### config.mk
export PLATFORM = sky130hd
export DESIGN_NAME = dsp_mac_sequencer
export DESIGN_NICKNAME = d
export VERILOG_FILES = /design/src/rtl/dsp_mac_pkg.sv /design/src/rtl/dsp_rst_sync.sv /design/src/rtl/dsp_mac_sequencer.sv
export SDC_FILE = /design/constraint.sdc
export NUM_CORES = 1
export LEC_CHECK = 0
export ABC_AREA = 1
export ABC_CLOCK_PERIOD_IN_PS = 2100
export CAP_MARGIN = 20
export CORE_MARGIN = 1
export CORE_UTILIZATION = 46
export DETAILED_ROUTE_END_ITERATION = 8
export GPL_ROUTABILITY_DRIVEN = 0
export PLACE_DENSITY_LB_ADDON = 0.08
export SETUP_SLACK_MARGIN = 0.1
export SLEW_MARGIN = 5
export SYNTH_ARGS = -nofsm -noshare
export SYNTH_HDL_FRONTEND = slang
export SYNTH_SLANG_ARGS = --single-unit
export TNS_END_PERCENT = 100
### constraint.sdc
create_clock -name clk -period 2.1 [get_ports clk]
set_clock_uncertainty 0.05 [all_clocks]
set_input_delay 0.63 -clock clk [delete_from_list [all_inputs] [get_ports clk]]
set_output_delay 0.63 -clock clk [all_outputs]
set_load 0.1 [all_outputs]
### src/rtl/dsp_mac_pkg.sv
// Shared constants and types for the DSP48A1 multiply-accumulate sequencer.
package dsp_mac_pkg;

  localparam logic [7:0] OPM_MUL = 8'h01;
  localparam logic [7:0] OPM_MAC = 8'h09;

  // Slice registers between A/B input and P: A1/B1, M, P.
  localparam int unsigned DSP_LAT = 3;

  typedef enum logic [1:0] {
    FEED,
    DRAIN,
    HOLD
  } state_t;

endpackage

### src/rtl/dsp_rst_sync.sv
// Reset bridge for the DSP slice: asserts asynchronously with rst_n, releases
// synchronously two clock edges after rst_n rises.
module dsp_rst_sync (
  input  logic clk,
  input  logic rst_n,
  output logic rst_out
);

  logic meta;

  always_ff @(posedge clk or negedge rst_n) begin
    if (!rst_n) begin
      meta    <= 1'b1;
      rst_out <= 1'b1;
    end else begin
      meta    <= 1'b0;
      rst_out <= meta;
    end
  end

endmodule

### src/rtl/dsp_mac_sequencer.sv
// Drives one DSP48A1 slice in MAC mode: streams LEN (a, b) pairs per frame
// through the slice and returns the accumulated sum on a valid/ready port.
module dsp_mac_sequencer
  import dsp_mac_pkg::*;
#(
  parameter int unsigned LEN   = 8,
  parameter int unsigned CNT_W = 12
) (
  input  logic        clk,
  input  logic        rst_n,
  input  logic        s_valid,
  output logic        s_ready,
  input  logic [17:0] s_a,
  input  logic [17:0] s_b,
  output logic        m_valid,
  input  logic        m_ready,
  output logic [47:0] m_p,
  output logic [17:0] dsp_A,
  output logic [17:0] dsp_B,
  output logic [7:0]  dsp_OPMODE,
  output logic        dsp_CEA,
  output logic        dsp_CEOPMODE,
  output logic        dsp_CEM,
  output logic        dsp_CEP,
  output logic        dsp_rst,
  input  logic [47:0] dsp_P
);

  localparam logic [CNT_W-1:0] LAST_CNT = CNT_W'(LEN - 1);

  state_t             state;
  logic [CNT_W-1:0]   count;
  logic [DSP_LAT-1:0] vpipe;
  logic [DSP_LAT:0]   lpipe;
  logic               f0;
  logic               acc;
  logic               first;
  logic               last;

  dsp_rst_sync u_rst_sync (
    .clk     (clk),
    .rst_n   (rst_n),
    .rst_out (dsp_rst)
  );

  assign acc   = s_valid & s_ready;
  assign first = (count == '0);
  assign last  = (count == LAST_CNT);

  // Each slice stage is clocked only when a real pair occupies it, so bubbles
  // never re-accumulate a stale product.
  assign dsp_CEA      = vpipe[0];
  assign dsp_CEOPMODE = vpipe[1];
  assign dsp_CEM      = vpipe[1];
  assign dsp_CEP      = vpipe[2];

  always_ff @(posedge clk or negedge rst_n) begin
    if (!rst_n) begin
      vpipe      <= '0;
      lpipe      <= '0;
      f0         <= 1'b0;
      dsp_A      <= '0;
      dsp_B      <= '0;
      dsp_OPMODE <= '0;
    end else begin
      vpipe <= {vpipe[DSP_LAT-2:0], acc};
      lpipe <= {lpipe[DSP_LAT-1:0], acc & last};
      f0    <= acc & first;
      if (acc) begin
        dsp_A <= s_a;
        dsp_B <= s_b;
      end
      // Loaded one cycle ahead so it is stable while CEOPMODE is high.
      if (vpipe[0]) begin
        dsp_OPMODE <= f0 ? OPM_MUL : OPM_MAC;
      end
    end
  end

  always_ff @(posedge clk or negedge rst_n) begin
    if (!rst_n) begin
      state   <= FEED;
      count   <= '0;
      s_ready <= 1'b0;
      m_valid <= 1'b0;
      m_p     <= '0;
    end else begin
      case (state)
        FEED: begin
          if (acc && last) begin
            count   <= '0;
            s_ready <= 1'b0;
            state   <= DRAIN;
          end else begin
            if (acc) begin
              count <= count + 1'b1;
            end
            s_ready <= ~dsp_rst;
          end
        end
        DRAIN: begin
          s_ready <= 1'b0;
          // Top tag bit: the final product has been in P for one edge.
          if (lpipe[DSP_LAT]) begin
            m_p     <= dsp_P;
            m_valid <= 1'b1;
            state   <= HOLD;
          end
        end
        HOLD: begin
          if (m_ready) begin
            m_valid <= 1'b0;
            s_ready <= ~dsp_rst;
            state   <= FEED;
          end else begin
            s_ready <= 1'b0;
          end
        end
        default: begin
          s_ready <= 1'b0;
          state   <= FEED;
        end
      endcase
    end
  end

endmodule

==> results_dict.tcl <==
set metrics [dict create \
    outcome "completed" \
    post-place-ws_ns 0.0766 \
    switchingPower_mw 2.42 \
    end_kind "output pin" \
    pwr_density_cell_nw_per_um2 818 \
    cts_setup_buffers 0 \
    vias 3578 \
    p_int_mw 3.77 \
    path_cells "buf_12" \
    num_antenna_cells 0 \
    dieArea_um2 10200 \
    whs_ns 0.134 \
    setup_tns_ns 0 \
    worst-setup-path-type "flop to output pin" \
    cts_sinks 112 \
    cp-startpoint "u_rst_sync.rst_out" \
    maxCapViolations 0 \
    ys_seq_elements 112 \
    p_leak_nw 3.59 \
    fin_crit_ns 1.80 \
    cpPeakStageDelay_ns 0.58 \
    ios 187 \
    setup_viol 0 \
    cts_tree "done" \
    ys_seq_area_frac 0.625 \
    synth_area_leader_cell "dfrtp_1" \
    hp-class "primary input to asynchronous set/reset pin" \
    die_h_um 101 \
    cp_slowest_cell "dfstp_2" \
    die_w_um 101 \
    p_seq_frac 0.415 \
    rsz0062_at_grt "no" \
    first_pass_iters 4 \
    hold_viol 0 \
    syn_inst 414 \
    setup_slack_ns 0.302 \
    synthToLayoutAreaGrowth_pct 68.6 \
    placed_area_um2 7370 \
    grt_pass1_wl_um 18700 \
    cts_inserted_buffers 9 \
    stdcell_area_um2 7570 \
    required_ns 1.42 \
    synthDistinctLibCells 28 \
    ant_nets 0 \
    final_layout_size_suffix_gt1_frac 0.289 \
    arrival_ns 1.12 \
    ir_drop_mv 0.529 \
    p_clk_frac 0.214 \
    drt_iter0_markers 187 \
    synth_top_area_share 0.613 \
    swShare 0.391 \
    port-buffer-count 180 \
    synth_area_per_cell_um2 10.8 \
    rows 35 \
    vias_per_cell 4.87 \
    root_buffer "clkbuf_8" \
    clk_pin_slew_worst_paths_ns 0.11 \
    cp.buffers_inverters 1 \
    insertion_delay_ns 0.37 \
    r2r-start "state[1]" \
    start_util 0.482 \
    ys_top_cells_by_area "dfrtp_1 61%, nand2_1 13%, mux2_2 11%" \
    pwr-share-comb 0.371 \
    grt_pass1_vias 3603 \
    grt_usage 0.247 \
    routedWlPerCell_um 16.4 \
    route.detailed.drc 0 \
    antenna_found_initial 0 \
    ys_warn_count 0 \
    cts_resized 0 \
    max_freq_mhz 556 \
    grt_max_degree 35 \
    p_total_mw 6.19 \
    fin_nets 691 \
    grt_overflow 0 \
    worst-path-max-fanout 2 \
    core_um2 9330 \
    cts_max_level 3 \
    clockBufferDepth 2 \
    wirelength_um 12000 \
    cts_hold_buf 0 \
    period_share 0.856 \
    syn_area_um2 4490 \
    hpwl_um 9200 \
    cp-start-kind "flop" \
    cp_top_family "flip-flops" \
    final_max_slew_viol_count 0 \
]
sequential cells by signal, summed over array words and instances, names as in the netlist:
| name | flops |
|---|---|
| dsp_B | 18 |
| dsp_A | 18 |
| state | 2 |
| s_ready | 1 |
| count | 12 |
| f0 | 1 |
| m_p | 48 |
| vpipe | 3 |
| dsp_OPMODE | 2 |
| u_rst_sync.meta | 1 |
| m_valid | 1 |
| lpipe | 4 |
| u_rst_sync.rst_out | 1 |
final cells by class:
| class | count | area (um^2) |
|---|---|---|
| clock buffer | 11 | 141 |
| clock inverter | 5 | 63.8 |
| fill | 543 | 1760 |
| inverter | 21 | 78.8 |
| multi-input combinational | 266 | 1470 |
| sequential | 112 | 2810 |
| tap | 129 | 161 |
| timing repair buffer | 191 | 2850 |
cell usage in the layout, fill, tap and decap left out, drive strengths merged, types with 4 or more instances in the layout:
cell and n:
nor2 24, nor3 4, mux2 48, conb 7
inv 22, nand3 16, dfrtp 110, clkbuf 11
buf 105, nand2 152, clkdlybuf4s50 86
worst paths after layout:
path / endpoint / slack, ns / cells past startpoint
setup / recovery: dsp_rst / 0.30 / 1
hold / removal: m_p[12] / 0.13 / 1
setup reg to reg: m_p[41] / 0.52 / 4
hold reg to reg: lpipe[2] / 0.31 / 0
max in group asynchronous: u_rst_sync.meta / 1.26 / 2
min in group clk: lpipe[2] / 0.31 / 0
synth_stat cells, drive strengths merged:
| cell | instances |
|---|---|
| or2 | 1 |
| dfstp | 2 |
| nand3 | 16 |
| ha | 2 |
| and2 | 1 |
| conb | 1 |
| inv | 21 |
| o21ai | 1 |
| clkbuf | 7 |
| a31oi | 2 |
| mux2 | 48 |
| a21oi | 2 |
| o22ai | 1 |
| xor2 | 2 |
| dfrtp | 110 |
| nor2 | 24 |
| buf | 14 |
| nand4 | 2 |
| o21a | 1 |
| nand2 | 152 |
| nor3 | 4 |
metrics by stage:
step | instances | util
after floorplan | 420 | -
after global placement | 719 | 0.790
after detailed placement | 719 | 0.790
after CTS | 735 | 0.812
after global routing | 735 | 0.812
final | 735 | 0.812
kinds of logic (layout without fill, tap and decap cells):
group           after synthesis  in the layout  synth area share
xor+xnor                      2              2           0.00390
other cells                   1              7          0.000835
compound gates                7              7           0.00919
simple gates                200            200             0.179
flops                       112            112             0.625
mux                          48             48             0.124
buf+inv                      42            228            0.0535
fa+ha+maj                     2              2           0.00557
metal layers:
metal,vias to the layer above,part of all wire,GRT usage
met5,-,0,0
met4,0,0.012,0.0624
met3,10,0.072,0.0492
met2,154,0.52,0.420
met1,1749,0.40,0.325
li1,1665,-,-
power by group through the flow:
stage               logic [mW]  registers (mW)  clock network, mW
floorplan                0.351            3.53                  0
global placement          2.27            2.60                  0
detailed placement        2.30            2.61                  0
CTS                       2.31            2.57               1.37
global route              2.38            2.60               1.45
finish                    2.29            2.57               1.33
No activity file was read; power rests on OpenSTA's default activity.
